File: src/rtl/div_iter_param.sv
// Radix-2 restoring iterative divider, signed/unsigned, with divide-by-zero detection and flush.
// Define DIV_LZC_SKIP_EN to skip leading-zero quotient bits (results identical, shorter latency).
module div_iter_param #(
  parameter int WIDTH = 32
) (
  input  logic             clk,
  input  logic             resetn,
  input  logic             flush,
  input  logic             in_valid,
  output logic             in_ready,
  input  logic             is_signed,
  input  logic [WIDTH-1:0] dividend,
  input  logic [WIDTH-1:0] divisor,
  output logic             out_valid,
  input  logic             out_ready,
  output logic [WIDTH-1:0] quotient,
  output logic [WIDTH-1:0] remainder,
  output logic             div_zero
);

  localparam int CNT_W = $clog2(WIDTH + 1);

  typedef enum logic [2:0] {S_IDLE, S_PREP, S_ITER, S_FIX, S_DONE} state_t;

  state_t             r_state;
  logic               r_in_ready;
  logic               r_out_valid;
  logic [WIDTH-1:0]   r_quotient;
  logic [WIDTH-1:0]   r_remainder;
  logic               r_div_zero;
  logic [CNT_W-1:0]   r_cnt;
  logic [WIDTH-1:0]   r_a;
  logic [WIDTH-1:0]   r_b;
  logic               r_sign_a;
  logic               r_sign_b;
  logic               r_zero;
  logic [WIDTH-1:0]   r_rem;
  logic [WIDTH-1:0]   r_shift;
  logic [WIDTH-1:0]   r_q;

  logic [WIDTH-1:0]   w_mag_a;
  logic [WIDTH-1:0]   w_mag_b;
  logic [WIDTH:0]     w_rem_sh;
  logic               w_qbit;
  logic [WIDTH-1:0]   w_rem_nx;

  // Magnitudes as unsigned WIDTH bits; negating MIN yields 2^(WIDTH-1) exactly.
  assign w_mag_a  = r_sign_a ? -r_a : r_a;
  assign w_mag_b  = r_sign_b ? -r_b : r_b;
  assign w_rem_sh = {r_rem, r_shift[WIDTH-1]};
  assign w_qbit   = (w_rem_sh >= {1'b0, w_mag_b});
  assign w_rem_nx = w_qbit ? WIDTH'(w_rem_sh - {1'b0, w_mag_b}) : w_rem_sh[WIDTH-1:0];

`ifdef DIV_LZC_SKIP_EN
  function automatic logic [CNT_W-1:0] lzc(input logic [WIDTH-1:0] v);
    logic [CNT_W-1:0] n;
    n = CNT_W'(WIDTH);
    for (int i = 0; i < WIDTH; i++) begin
      if (v[i]) n = CNT_W'(WIDTH - 1 - i);
    end
    return n;
  endfunction

  logic [CNT_W-1:0] w_la;
  logic             w_a_lt_b;
  assign w_la     = lzc(w_mag_a);
  assign w_a_lt_b = (w_mag_a < w_mag_b);
`endif

  always_ff @(posedge clk) begin
    if (!resetn) begin
      r_state     <= S_IDLE;
      r_in_ready  <= 1'b1;
      r_out_valid <= 1'b0;
      r_quotient  <= '0;
      r_remainder <= '0;
      r_div_zero  <= 1'b0;
      r_cnt       <= '0;
      r_a         <= '0;
      r_b         <= '0;
      r_sign_a    <= 1'b0;
      r_sign_b    <= 1'b0;
      r_zero      <= 1'b0;
      r_rem       <= '0;
      r_shift     <= '0;
      r_q         <= '0;
    end else if (flush) begin
      r_state     <= S_IDLE;
      r_in_ready  <= 1'b1;
      r_out_valid <= 1'b0;
      r_div_zero  <= 1'b0;
    end else begin
      case (r_state)
        S_IDLE: begin
          if (in_valid) begin
            r_a        <= dividend;
            r_b        <= divisor;
            r_sign_a   <= is_signed & dividend[WIDTH-1];
            r_sign_b   <= is_signed & divisor[WIDTH-1];
            r_in_ready <= 1'b0;
            r_state    <= S_PREP;
          end
        end
        S_PREP: begin
          r_rem <= '0;
          r_q   <= '0;
          if (r_b == '0) begin
            // Routed through FIX so out_valid appears two edges after the handshake.
            r_zero  <= 1'b1;
            r_state <= S_FIX;
          end else begin
            r_zero <= 1'b0;
`ifdef DIV_LZC_SKIP_EN
            if (w_a_lt_b) begin
              r_rem   <= w_mag_a;
              r_state <= S_FIX;
            end else begin
              r_shift <= w_mag_a << w_la;
              r_cnt   <= CNT_W'(WIDTH) - w_la;
              r_state <= S_ITER;
            end
`else
            r_shift <= w_mag_a;
            r_cnt   <= CNT_W'(WIDTH);
            r_state <= S_ITER;
`endif
          end
        end
        S_ITER: begin
          r_rem   <= w_rem_nx;
          r_shift <= r_shift << 1;
          r_q     <= {r_q[WIDTH-2:0], w_qbit};
          r_cnt   <= r_cnt - CNT_W'(1);
          if (r_cnt == CNT_W'(1)) r_state <= S_FIX;
        end
        S_FIX: begin
          if (r_zero) begin
            r_quotient  <= '1;
            r_remainder <= r_a;
            r_div_zero  <= 1'b1;
          end else begin
            r_quotient  <= (r_sign_a ^ r_sign_b) ? -r_q : r_q;
            r_remainder <= r_sign_a ? -r_rem : r_rem;
            r_div_zero  <= 1'b0;
          end
          r_out_valid <= 1'b1;
          r_state     <= S_DONE;
        end
        S_DONE: begin
          if (out_ready) begin
            r_out_valid <= 1'b0;
            r_in_ready  <= 1'b1;
            r_state     <= S_IDLE;
          end
        end
        default: begin
          r_state    <= S_IDLE;
          r_in_ready <= 1'b1;
        end
      endcase
    end
  end

  assign in_ready  = r_in_ready;
  assign out_valid = r_out_valid;
  assign quotient  = r_quotient;
  assign remainder = r_remainder;
  assign div_zero  = r_div_zero;

endmodule

File: config.mk
export PLATFORM = sky130hd
export DESIGN_NAME = div_iter_param
export DESIGN_NICKNAME = d
export VERILOG_FILES = /design/src/rtl/div_iter_param.sv
export SDC_FILE = /design/constraint.sdc
export NUM_CORES = 1
export LEC_CHECK = 0
export BUFFER_PORTS_ARGS = -buffer_cell sky130_fd_sc_hd__buf_2
export CORE_MARGIN = 2
export CORE_UTILIZATION = 50
export DETAILED_ROUTE_END_ITERATION = 6
export PLACE_DENSITY = 0.78
export SLEW_MARGIN = 0
export SYNTH_ARGS = -nofsm -noshare
export SYNTH_HDL_FRONTEND = slang
export SYNTH_SLANG_ARGS = --single-unit
export TNS_END_PERCENT = 30
File: constraint.sdc
create_clock -name clk -period 4.65 [get_ports clk]
set_input_delay 0.465 -clock clk [delete_from_list [all_inputs] [get_ports clk]]
set_output_delay 0.465 -clock clk [all_outputs]
set_load 0.1 [all_outputs]
* Word-level counts from Yosys, hierarchy flattened
Cells that the tools add are included.
Widths: inputs -> output; s select.
** Word-level totals
- Register bits :: 239
- Input port bits :: 70
- Output and inout port bits :: 67
** Operators by class
- Add/sub/neg operators :: 6
- $lt $le $gt $ge :: 1
- Equality and inequality tests :: 9
- Multiplexer cells :: 25
- Bitwise gates (word level) :: 6
- Reduce and logical (&&, ||, !) cells :: 14
** Operator list (count)
- $mux 32 :: 8
- $pmux 32 s2 :: 3
- $neg 32->32 :: 4
- $ge 33x32->1 :: 1
- $logic_not 32->1 :: 1
- $sub 32x32->32 :: 1
- $pmux 3 s5 :: 1
- $pmux 6 s2 :: 1
- $reduce_and 3->1 :: 4
- $mux 3 :: 3
- $ne 2x2->1 const B :: 4
- $reduce_and 2->1 :: 4
- $eq 3x2->1 const B :: 2
- $eq 6x1->1 const B :: 1
- $mux 1 :: 6
- $mux 6 :: 1
- $sub 6x1->6 const B :: 1
- $reduce_bool 2->1 :: 2
- $eq 3x1->1 const B :: 1
- $eq 3x3->1 const B :: 1
- $logic_not 3->1 :: 1
- $not 1->1 :: 3
- $pmux 1 s3 :: 1
- $reduce_or 3->1 :: 1
- 4 further kinds :: 5

* Logic depth before layout (Yosys ltp)
Gate-level depths: netlist of the first run.
- Word-level depth :: 5
- Depth in mapped cells :: 20

* Least setup slack after synthesis of the first run
No wires, ideal clock.
- Kind :: register -> register
- Start :: register r_b[8]
- End :: register r_rem[28]
- Setup time :: 0.128 ns
- Arrival :: 4.007 ns
- Required time :: 4.522 ns
- Setup slack :: 0.515 ns
- Stages on the path, launching flop included :: 17
- Path buffers :: 0
- Path through :: dfxtp_1 > or4_1 > nor4_1 > nor4b_2 > nand2b_1 > o41ai_1 > xor2_1 > ha_1 > a21o_1 > a21o_1 > a2111oi_0 > o221ai_1 > a31o_2 > a21oi_1 > xnor2_1 > mux2i_1 > o21ai_1
** Between the ends
- Word-level cells in the longest chain between the ends :: 5
- Elaborated cells on any way between the ends :: 6
- Those cells by class :: add/sub (2); order compare (1); mux (3)
** RTL lines
- from (decl) :: line 33 : logic [WIDTH-1:0] r_b;
- from (signal assigned) :: line 97 : r_b <= divisor;
- $neg 32->32 :: line 49 : assign w_mag_b = r_sign_b ? -r_b : r_b;
- $mux 32 * :: line 49
- $sub 32x32->32 / $ge 33x32->1 (equally long branches) :: line 52, 51
- $mux 32 * :: line 52 : assign w_rem_nx = w_qbit ? WIDTH'(w_rem_sh - {1'b0, w_mag_b}) : w_rem_sh[WIDTH-1:0];
- $pmux 32 s2 * :: line 93 : case (r_state)
- to (signal assigned) :: line 130 : r_rem <= w_rem_nx;
- to (decl) :: line 37 : logic [WIDTH-1:0] r_rem;
Every way passes the cells marked *; elsewhere a longest branch is shown, timed or not.
A chain may end at the register's enable or synchronous reset.

* Worst setup path in the final report of the first run
- Start :: register r_b[2]
- End :: register r_rem[28]
Same word-level chain as after synthesis.

==> run summary, run 1 <==
======================================================================================================
Fin util                                                                                        57.26%
Total clock buffers created by CTS                                                                  27
DRT Pass-1 Iters                                                                                     5
Launch instance of the worst register-to-register path                                    r_b[2]$_SDFFE_PN0P_
Most numerous cell in the Yosys netlist                                                        nand2_1
Hold Violations, Final                                                                               0
Synth area leaders                                                                        dfxtp_1 (35%), nand2_1 (9.3%), xor2_1 (6.6%), a21boi_0 (4.4%), ha_1 (3.5%)
Cell total after placement                                                                        2092
Required @ worst endpoint                                                                      5070 ps
Capturing point of the worst reg2reg path                                                 r_rem[28]$_SDFFE_PN0P_
Clock transition at the register clock pins on the worst setup and hold paths after CTS          60 ps
Synthesized net count                                                                             1814
Number of DRC violations after detailed routing                                                      0
Post-route insts no fill                                                                          2138
Area share of the largest cell type after synthesis                                             34.91%
Post-layout nets                                                                                  1890
Clock skew                                                                                    11.43 ps
Max H-tree Level                                                                                     1
Routing layer with the top usage in global route                                                  met2
Total via count after detailed routing                                                           12300
Clock root buffer master                                                                     clkbuf_16
PwrDens                                                                                   322.9 nW/um^2
Result of the run                                                                         complete, no violations
Post-synthesis area per instance                                                           8.039 sq um
Complex-gate fraction of the synthesized area                                                   25.60%
Fraction of synthesized area in multiplexers                                                    2.191%
Routability cong.                                                                               0.8901
Post-synth EDFFs                                                                                     0
Synth cell count leaders                                                                  nand2_1 (340), dfxtp_1 (239), xor2_1 (104)
Min-Delay Path Depth                                                                                 3
Worst slew margin                                                                               19.81%
Hold EP                                                                                   r_a[12]$_SDFFE_PN0P_
Netlist area before placement                                                              13710 sq um
Post-synthesis sequential area ratio                                                            34.91%
Final routed wirelength across all metal layers                                               35.18 mm
Synth async-reset ratio                                                                             0%
Initial Utilization                                                                             50.86%
Setup TNS                                                                                         0 ps
Residual overflow from global routing                                                                0
TritonCTS clock tree                                                                             built
Placement Setup Slack                                                                         110.3 ps
Max-capacitance violation count                                                                      0
1st-iter DRT viols                                                                                 900
Adder and majority gate portion of the synthesized area                                         3.615%
Endpoints failing setup                                                                              0
Met3 routing resource usage after global routing                                                2.729%
Launch instance of the worst min-delay path                                               dividend[12]
Kind of critical path                                                                          reg2reg
Initial antenna violation count                                                                      1
Number of ports placed on the die boundary                                                         137
Most area-hungry cell type in the Yosys netlist                                                dfxtp_1
Share of cells above drive strength 1                                                           12.86%
Nature of the critical path startpoint                                                            flop
Worst min-delay path category                                                                   in2reg
Timing-limited maximum frequency                                                            0.2286 GHz
Via density                                                                                      5.754
Main synth FF type                                                                             dfxtp_1
Chip Height                                                                                   169.6 um
Max-slew violation count                                                                             0
Average wire per standard cell                                                                16.46 um
Setup slack of the worst register-to-register path                                              270 ps
Via count of the first global-routing pass                                                       11650
Static power due to leakage                                                                   6.138 nW
Final critical-path required period                                                            4375 ps
Worst-skew pair later-pin latency                                                               550 ps
Die Outline Area                                                                           28750 sq um
CP max FO                                                                                            7
Routing usage on met2                                                                           40.04%
Distinct cell type count after synthesis                                                            71
Worst VDD drop                                                                               0.2412 mV
Category of the worst setup path capture point                                                    flop
Chip width                                                                                    169.6 um
Count of buffers from port buffering                                                               136
Maximum number of pins on one net before global-route repair                                       133
Arrival time of data at the critical path endpoint                                             4790 ps
Post-Synth XOR/XNOR Area                                                                        9.776%
Worst Max-Slew Pin Slew                                                                        1202 ps
Global-route wire length before repair                                                        57.62 mm
Post-synthesis share of cell area spent on and, or, nand and nor gates                          19.68%
Worst path setup slack after routing                                                          274.9 ps
Area added between synthesis and finish                                                         12.59%
Max Buffers Root-to-Sink                                                                             3
R2R depth                                                                                           16
Global-route usage over all layers                                                              23.94%
Fin Hold WS                                                                                   173.3 ps
Number of routed nets with antenna violations                                                        0
Count of synthesis-stage warnings from yosys                                                         0
Gate count after technology mapping                                                               1705
Share of the clock period used by the worst path after layout                                   94.09%
Combinational family with the most area after synthesis                                   compound AO/OA/AOI/OAI gates
Post-synthesis register bit count                                                                  239
Site Rows                                                                                           60
Standard cell core area                                                                    26950 sq um
TritonCTS Sinks                                                                                    239
Placed wire-length estimate after detailed placement                                          24.94 mm
M1 GR Usage                                                                                     33.01%
======================================================================================================
report_power, final:
part	leakage [nW]	internal (mW)	switching (mW)	total, mW
combinational	3.77	0.305	0.428	0.733
sequential	1.93	2.08	0.0533	2.14
clock	0.438	1.28	0.832	2.11
sequential cells by signal, indices dropped and copies added, names as in the netlist:
register   cells
div_zero       1
in_ready       1
out_valid      1
quotient      32
r_a           32
r_b           32
r_cnt          6
r_q           32
r_rem         32
r_shift       32
r_sign_a       1
r_sign_b       1
r_state        3
r_zero         1
remainder     32
cell families (layout without fill, tap and decap cells):
| group | after synthesis | in the layout |
|---|---|---|
| simple gates | 582 | 582 |
| buf+inv | 129 | 220 |
| compound gates | 533 | 533 |
| fa+ha+maj | 39 | 39 |
| other cells | 0 | 1 |
| mux | 30 | 30 |
| flops | 239 | 239 |
| xor+xnor | 153 | 153 |
per-stage QoR:
step,cell area [sq um],power [mW]
4_1_cts,15390,5.005
6_report,15430,4.983
2_1_floorplan,13710,2.712
5_1_grt,15430,5.175
3_3_place_gp,14510,2.882
3_5_place_dp,14510,2.895
worst max path at each step:
stage	startpoint	end	slack [ps]	cells past startpoint
2_1_floorplan	r_b[8]$_SDFFE_PN0P_	r_rem[28]$_SDFFE_PN0P_	520	16
3_3_place_gp	r_b[8]$_SDFFE_PN0P_	r_rem[28]$_SDFFE_PN0P_	280	16
3_5_place_dp	r_b[8]$_SDFFE_PN0P_	r_rem[28]$_SDFFE_PN0P_	110	16
4_1_cts	r_b[8]$_SDFFE_PN0P_	r_rem[28]$_SDFFE_PN0P_	100	16
5_1_grt	r_b[8]$_SDFFE_PN0P_	r_rem[28]$_SDFFE_PN0P_	-30	16
6_report	r_b[2]$_SDFFE_PN0P_	r_rem[28]$_SDFFE_PN0P_	270	16
worst max-delay path, cell delays in order, from the launching register on:
cell	delay, ps
dfxtp_1	350
nor3_1	280
nand3_1	160
or4_1	550
nand2b_1	260
o41ai_2	270
xor2_1	200
ha_1	340
a21o_1	220
a21o_1	190
a2111oi_1	430
o221ai_1	220
a31o_2	270
a21oi_1	180
xnor2_1	90
mux2i_1	170
o21ai_1	70
layer usage:
layer	wire, um	share of wire [%]
met5	0	0
met2	16240	46
met4	791	2.2
met3	2020	5.7
met1	16130	46
cell usage in the layout, fill, tap and decap left out, drive strengths merged, types with 5 or more instances in the layout:
cell type and n:
nand2b 15, a21o 24, a211oi 8, nand4 7
a21oi 87, or2 7, inv 17, and2 5
a22oi 34, nand3 31, or4 22, xor2 104
buf 160, clkbuf 38, xnor2 49, nand2 340
o31ai 32, and3 6, o41ai 14, mux2i 30
nor2b 44, a21boi 111, or3 11, o21bai 5
o21ai 146, o21a 6, dfxtp 239, o211a 6
nor3 16, ha 38, nor2 55, o211ai 31
nor4 14
timing repair:
item                                    in CTS  in global routing
gates resized for setup                      0                  5
hold buffers                                 0                  0
endpoints found under the setup margin       0                 20
buffers inserted                             0                  1
hold endpoints to repair                     0                  0
final cells by class:
| type | count | area (sq um) |
|---|---|---|
| Fill cell | 2436 | 11520 |
| Multi-Input combinational cell | 1337 | 8398 |
| Sequential cell | 239 | 4787 |
| Timing Repair Buffer | 160 | 875.8 |
| Clock buffer | 38 | 787.0 |
| Tap cell | 341 | 426.7 |
| Clock inverter | 6 | 95.09 |
| Inverter | 16 | 60.06 |
| Antenna cell | 1 | 2.502 |
Note: power is estimated with default switching activity, not from simulation.
==> inputs of run 2 (changes only) <==
--- a/config.mk
+++ b/config.mk
@@ -7,9 +7,9 @@
 export LEC_CHECK = 0
 export BUFFER_PORTS_ARGS = -buffer_cell sky130_fd_sc_hd__buf_2
 export CORE_MARGIN = 2
-export CORE_UTILIZATION = 50
+export CORE_UTILIZATION = 30
 export DETAILED_ROUTE_END_ITERATION = 6
-export PLACE_DENSITY = 0.78
+export PLACE_DENSITY = 0.55
 export SLEW_MARGIN = 0
 export SYNTH_ARGS = -nofsm -noshare
 export SYNTH_HDL_FRONTEND = slang
==> run summary, run 2 (synthesis gave the netlist of run 1 again) <==
======================================================================================================
Result of the run                                                                         complete, no violations
Global-route wire length before repair                                                        63.18 mm
Share of the clock period used by the worst path after layout                                   91.71%
Relative contribution of the clock network to total power                                        42.6%
Setup slack of the worst register-to-register path                                              390 ps
Setup TNS                                                                                         0 ps
Initial antenna violation count                                                                      1
Commonest non-fill, non-tap cell in the layout                                                 nand2_1
Total via count after detailed routing                                                           12270
Worst min-delay path category                                                                   in2reg
Final critical-path required period                                                            4265 ps
Critical path origin                                                                      r_b[9]$_SDFFE_PN0P_
Initial Utilization                                                                             30.27%
Routability cong.                                                                               0.8682
Number of routed nets with antenna violations                                                        0
Area of combinational cells with multiple inputs                                            8394 sq um
Chip width                                                                                    217.8 um
PwrDens                                                                                   318.2 nW/um^2
Met3 routing resource usage after global routing                                                2.455%
Unrepaired setup endpoints after global routing                                                  false
Hold EP                                                                                   r_b[21]$_SDFFE_PN0P_
Kind of critical path                                                                          reg2reg
Arrival time of data at the critical path endpoint                                             4720 ps
Nature of the critical path startpoint                                                            flop
Share of cells above drive strength 1                                                           13.26%
Timing-limited maximum frequency                                                            0.2345 GHz
Min-Delay Path Depth                                                                                 3
CP max FO                                                                                            5
Average wire per standard cell                                                                16.44 um
Capturing point of the worst reg2reg path                                                 r_rem[28]$_SDFFE_PN0P_
Post CTS Setup Buffer Count                                                                          0
Sequential power share                                                                           42.6%
Clock root buffer master                                                                     clkbuf_16
TritonCTS Sinks                                                                                    239
DRT Pass-1 Iters                                                                                     7
Standard cell core area                                                                    45280 sq um
Clock skew                                                                                    25.15 ps
Placed wire-length estimate after detailed placement                                          28.65 mm
Number of DRC violations after detailed routing                                                      0
Combinational share of power                                                                     14.9%
R2R depth                                                                                           16
Number of ports placed on the die boundary                                                         137
Fin util                                                                                        34.92%
Max Buffers Root-to-Sink                                                                             3
Switching Share                                                                                 27.47%
Cell-by-cell listing of the critical path                                                 or4_1 -> nor4_2 -> nor4b_4 -> nand2b_1 -> o41ai_2 -> xor2_1 -> ha_1 -> a21o_1 -> a21o_1 -> a2111oi_0 -> o221ai_1 -> a31o_2 -> a21oi_1 -> xnor2_1 -> mux2i_1 -> o21ai_1
Worst slew margin                                                                               20.11%
Required @ worst endpoint                                                                      5110 ps
Internal Dissipation                                                                          3.649 mW
Switching power summed over all nets                                                          1.382 mW
Worst VDD drop                                                                               0.2397 mV
Maximum number of pins on one net before global-route repair                                       146
Most frequent cells in the layout                                                         nand2_1 (340), dfxtp_1 (237), buf_2 (135)
Max H-tree Level                                                                                     1
Number of fill cells                                                                              4818
Post-layout nets                                                                                  1894
Clock transition at the register clock pins on the worst setup and hold paths after CTS          60 ps
Routing usage on met2                                                                           25.49%
Worst-skew pair later-pin latency                                                               550 ps
Antenna diodes                                                                                       0
TritonCTS clock tree                                                                             built
Max-capacitance violation count                                                                      0
Launch instance of the worst register-to-register path                                    r_b[9]$_SDFFE_PN0P_
Worst Max-Slew Pin Slew                                                                        1187 ps
M1 GR Usage                                                                                     23.44%
Static power due to leakage                                                                   6.160 nW
Cell repeated most along the worst path                                                         a21o_1
Global-route usage over all layers                                                              16.31%
Total clock buffers created by CTS                                                                  27
Residual overflow from global routing                                                                0
Die Outline Area                                                                           47420 sq um
1st-iter DRT viols                                                                                 877
Via count of the first global-routing pass                                                       11530
Launch instance of the worst min-delay path                                                divisor[21]
Category of the worst setup path capture point                                                    flop
Count of buffers from port buffering                                                               136
Routing layer with the top usage in global route                                                  met2
Site Rows                                                                                           78
Endpoints failing setup                                                                              0
Via density                                                                                      5.105
Stage delay of the slowest cell on the critical path                                            600 ps
Max-slew violation count                                                                             0
Final routed wirelength across all metal layers                                               39.50 mm
Standard cell with the maximum stage delay on the critical path                                  or4_1
Hold Violations, Final                                                                               0
Chip Height                                                                                   217.8 um
Sequential cell area                                                                        4787 sq um
Area added between synthesis and finish                                                         15.36%
======================================================================================================
## run 2: cell types whose count changed in the layout (fill, tap and decap cells not counted), sizes merged
cell,previous run,this run
buf,160,164
clkinvlp,0,2
inv,17,18
diode,1,0
clkbuf,38,36
clkinv,3,5
## run 2: cell type report
cell class,instances,area share [%]
clock buffer,36,4.803
clock inverter,11,0.7438
inverter,16,0.3798
multi-input combinational,1337,53.09
sequential,239,30.27
tap,600,4.748
timing repair buffer,164,5.966
## run 2: worst max path at each step
| stage | endpoint | slack (ps) | cells past startpoint |
|---|---|---|---|
| finish | r_rem[28]$_SDFFE_PN0P_ | 390 | 16 |
| global placement | r_rem[28]$_SDFFE_PN0P_ | 350 | 16 |
| detailed placement | r_rem[28]$_SDFFE_PN0P_ | 280 | 16 |
| CTS | r_rem[28]$_SDFFE_PN0P_ | 210 | 16 |
| global route | r_rem[28]$_SDFFE_PN0P_ | 20 | 16 |
| floorplan | r_rem[28]$_SDFFE_PN0P_ | 520 | 16 |
## run 2: routing by layer
metal  routed length [um]  up-vias
li1                     -     6203
met1                19620     5765
met2                17030      257
met3                 2075       43
met4                  767        0
met5                    0        -
## run 2: power by group through the flow
stage	sequential, mW	clock (mW)	combinational (mW)
detailed placement	2.19	0	0.743
finish	2.14	2.14	0.747
global route	2.15	2.28	0.827
global placement	2.18	0	0.737
CTS	2.14	2.20	0.745
floorplan	2.17	0	0.541
## run 2: critical path, delay by kind of cell (launching register included)
family | cells | cell delay, ps
AOI/OAI and AO/OA | 8 | 1870
DFF | 1 | 360
muxes | 1 | 100
adders and majority gates | 1 | 270
xor gates and xnor gates | 2 | 340
and+or+nand+nor | 4 | 1240
## run 2: stage by stage
| step | std cells | cell area, sq um | hold slack [ps] | total power [mW] | worst slack (ps) |
|---|---|---|---|---|---|
| after floorplan | 1705 | 13710 | 435.2 | 2.712 | 515.5 |
| after global placement | 2356 | 14910 | 441.4 | 2.920 | 348.7 |
| after detailed placement | 2356 | 14910 | 447.4 | 2.929 | 284.0 |
| after CTS | 2403 | 15780 | 139.6 | 5.082 | 209.9 |
| after global routing | 2403 | 15810 | 162.4 | 5.251 | 16.90 |
| final | 2403 | 15810 | 160.3 | 5.031 | 385.4 |
## run 2: repair_timing
action / in CTS / in global routing
endpoints found under the hold margin: 0 / 0
gates resized for setup: 0 / 4
hold buffers: 0 / 0
endpoints found under the setup margin: 0 / 1
==> inputs of run 3 (changes only) <==
--- a/config.mk
+++ b/config.mk
@@ -5,6 +5,7 @@
 export SDC_FILE = /design/constraint.sdc
 export NUM_CORES = 1
 export LEC_CHECK = 0
+export ABC_AREA = 1
 export BUFFER_PORTS_ARGS = -buffer_cell sky130_fd_sc_hd__buf_2
 export CORE_MARGIN = 2
 export CORE_UTILIZATION = 30
==> run summary, run 3 <==
======================================================================================================
CP max FO                                                                                           27
Kind of critical path                                                                          reg2reg
Synth async-reset ratio                                                                             0%
Worst Max-Slew Pin Slew                                                                        1157 ps
Worst-skew pair later-pin latency                                                               600 ps
Relative contribution of the clock network to total power                                        43.2%
Switching power summed over all nets                                                          1.663 mW
Distinct cell type count after synthesis                                                            41
Combinational share of power                                                                     16.9%
Area added between synthesis and finish                                                         14.60%
Max-slew violation count                                                                             0
Stage delay of the slowest cell on the critical path                                            350 ps
Nature of the critical path startpoint                                                            flop
Post-synth EDFFs                                                                                     0
Commonest non-fill, non-tap cell in the layout                                                 nand2_1
1st-iter DRT viols                                                                                1262
Timing-limited maximum frequency                                                            0.2542 GHz
Required @ worst endpoint                                                                      5060 ps
Max H-tree Level                                                                                     1
Global-route usage over all layers                                                              19.79%
Most numerous cell in the Yosys netlist                                                        nand2_1
Static power due to leakage                                                                   8.364 nW
Share of the clock period used by the worst path after layout                                   84.60%
Worst VDD drop                                                                               0.2750 mV
Cts-stage hold buffer count                                                                          0
Sequential power share                                                                           39.9%
Critical path origin                                                                      r_b[0]$_SDFFE_PN0P_
Post-synthesis register bit count                                                                  239
TritonCTS Sinks                                                                                    239
Average wire per standard cell                                                                16.30 um
Main synth FF type                                                                             dfxtp_1
Standard cell with the maximum stage delay on the critical path                                   ha_1
Number of routed nets with antenna violations                                                        0
Post CTS Setup Buffer Count                                                                          0
Result of the run                                                                         complete, but fails checks
Final critical-path required period                                                            3934 ps
Maximum number of pins on one net before global-route repair                                        98
Routability cong.                                                                               0.9391
Number of DRC violations after detailed routing                                                      4
Synth cell count leaders                                                                  nand2_1 (696), inv_1 (303), a21oi_1 (264)
Clock skew                                                                                    27.52 ps
Launch instance of the worst min-delay path                                                divisor[18]
Post-layout nets                                                                                  2701
Number of ports placed on the die boundary                                                         137
Residual overflow from global routing                                                                0
Number of fill cells                                                                              5606
Count of synthesis-stage warnings from yosys                                                         0
Instance area after placement                                                              16520 sq um
Launch instance of the worst register-to-register path                                    r_b[0]$_SDFFE_PN0P_
Arrival time of data at the critical path endpoint                                             4340 ps
Via density                                                                                      4.986
Worst slew margin                                                                               22.72%
Final instance area                                                                        17520 sq um
DRT Pass-1 Iters                                                                                     7
Die Outline Area                                                                           52770 sq um
Max-capacitance violation count                                                                      0
Antenna diodes                                                                                       0
Switching Share                                                                                 30.76%
Post-synthesis sequential area ratio                                                            31.30%
Setup TNS                                                                                         0 ps
Synthesized net count                                                                             2619
Placed wire-length estimate after detailed placement                                          40.28 mm
Chip width                                                                                    229.7 um
Via count of the first global-routing pass                                                       15550
Violations in the final reports                                                           design-rule violations
Cell repeated most along the worst path                                                        nand2_1
Count of buffers from port buffering                                                               136
Hold Violations, Final                                                                               0
Site Rows                                                                                           82
Internal Dissipation                                                                          3.744 mW
Max Buffers Root-to-Sink                                                                             3
Endpoints failing setup                                                                              0
Area share of the largest cell type after synthesis                                             31.30%
Clock transition at the register clock pins on the worst setup and hold paths after CTS          60 ps
Share of cells above drive strength 1                                                           9.331%
Initial antenna violation count                                                                      4
Gate count after technology mapping                                                               2510
Category of the worst setup path capture point                                                    flop
Standard cell core area                                                                    50270 sq um
Netlist area before placement                                                              15290 sq um
TritonCTS clock tree                                                                             built
Most area-hungry cell type in the Yosys netlist                                                dfxtp_1
Total clock buffers created by CTS                                                                  30
Clock root buffer master                                                                     clkbuf_16
PwrDens                                                                                   308.6 nW/um^2
Worst min-delay path category                                                                   in2reg
Unrepaired setup endpoints after global routing                                                  false
Most frequent cells in the layout                                                         nand2_1 (696), inv_1 (302), a21oi_1 (264)
Total via count after detailed routing                                                           16390
Initial Utilization                                                                             30.41%
Count of cells resized by post-cts repair                                                            0
Post-synthesis area per instance                                                           6.090 sq um
Synth area leaders                                                                        dfxtp_1 (31%), nand2_1 (17%), a21oi_1 (8.6%), inv_1 (7.4%), nand3_1 (6.8%)
Cell-by-cell listing of the critical path                                                 inv_1 -> ha_1 -> nand3_1 -> nor2_1 -> nand2_1 -> nor3_1 -> inv_1 -> o21ai_1 -> o21ai_0 -> xor2_1 -> inv_1 -> ha_1 -> nand2_1 -> nor2_1 -> nand3_1 -> nor2_1 -> nand2_1 -> nand2_1 -> nor2_4 -> nand2_2 -> buf_12 -> nand2_1 -> nand3_1 -> a21oi_1
Chip Height                                                                                   229.7 um
Final routed wirelength across all metal layers                                               53.57 mm
Global-route wire length before repair                                                        84.75 mm
======================================================================================================
[run 3: cell types whose count changed after synthesis, moves of 80 or more]
cell      delta
nand2_1    +356
inv_1      +287
nor2_1     +206
a21oi_1    +178
nand3_1    +177
o21ai_0     +85
a21boi_0    -80
[run 3: area by class of cell]
cell class	instances	area [sq um]	share of cell area [%]
tap	672	840.8	4.800
timing repair buffer	157	850.8	4.857
inverter	314	1182	6.749
multi-input combinational	1850	8864	50.60
sequential	239	4786	27.32
clock buffer	44	883.3	5.042
clock inverter	11	111.4	0.6357
[run 3: critical path, delay by kind of cell, from the launching register on]
family | cells | cell delay (ps)
flip-flops | 1 | 320
adder cells (fa/ha/maj) | 2 | 540
AND/OR/NAND/NOR | 14 | 1730
AO/OA/AOI/OAI | 3 | 480
XOR/XNOR | 1 | 220
buffers and inverters | 4 | 450
[run 3: metrics by stage]
step | cells | util [%] | hold WS (ps) | setup slack, ps | power, mW
global placement | 3232 | 32.87 | 453.6 | 854.0 | 3.108
CTS | 3287 | 34.85 | 77.42 | 774.7 | 5.451
finish | 3287 | 34.85 | 101.0 | 716.0 | 5.407
global route | 3287 | 34.85 | 87.01 | 265.2 | 5.663
detailed placement | 3232 | 32.87 | 457.1 | 820.7 | 3.109
floorplan | 2510 | - | 439.7 | 1531 | 2.821
[run 3: path summary, 6_finish.rpt]
path,cells past startpoint,to,slack [ps]
worst max-delay path,24,r_rem[18]$_SDFFE_PN0P_,720
worst min-delay path,3,r_b[18]$_SDFFE_PN0P_,100
worst max register to register,24,r_rem[18]$_SDFFE_PN0P_,720
worst min register to register,2,r_shift[24]$_SDFFE_PN0P_,460
[run 3: cell families after synthesis]
group / after synthesis / synth area share, %
simple gates: 1255 / 34.28
compound gates: 496 / 17.03
buf+inv: 421 / 10.71
flops: 239 / 31.30
xor+xnor: 60 / 3.438
fa+ha+maj: 39 / 3.241
[run 3: power groups by stage]
stage	logic [mW]	registers [mW]	clock network [mW]
2_1_floorplan	0.626	2.20	0
3_3_place_gp	0.905	2.20	0
3_5_place_dp	0.906	2.20	0
4_1_cts	0.910	2.16	2.38
5_1_grt	1.03	2.17	2.47
6_report	0.912	2.16	2.34
[run 3: layer usage]
| layer | vias up | global-route usage (%) | share of wire (%) |
|---|---|---|---|
| met4 | 8 | 3.871 | 1.7 |
| li1 | 8274 | - | - |
| met3 | 70 | 3.137 | 6.0 |
| met2 | 449 | 33.24 | 46 |
| met1 | 7589 | 26.84 | 46 |
| met5 | - | 0 | 0.086 |
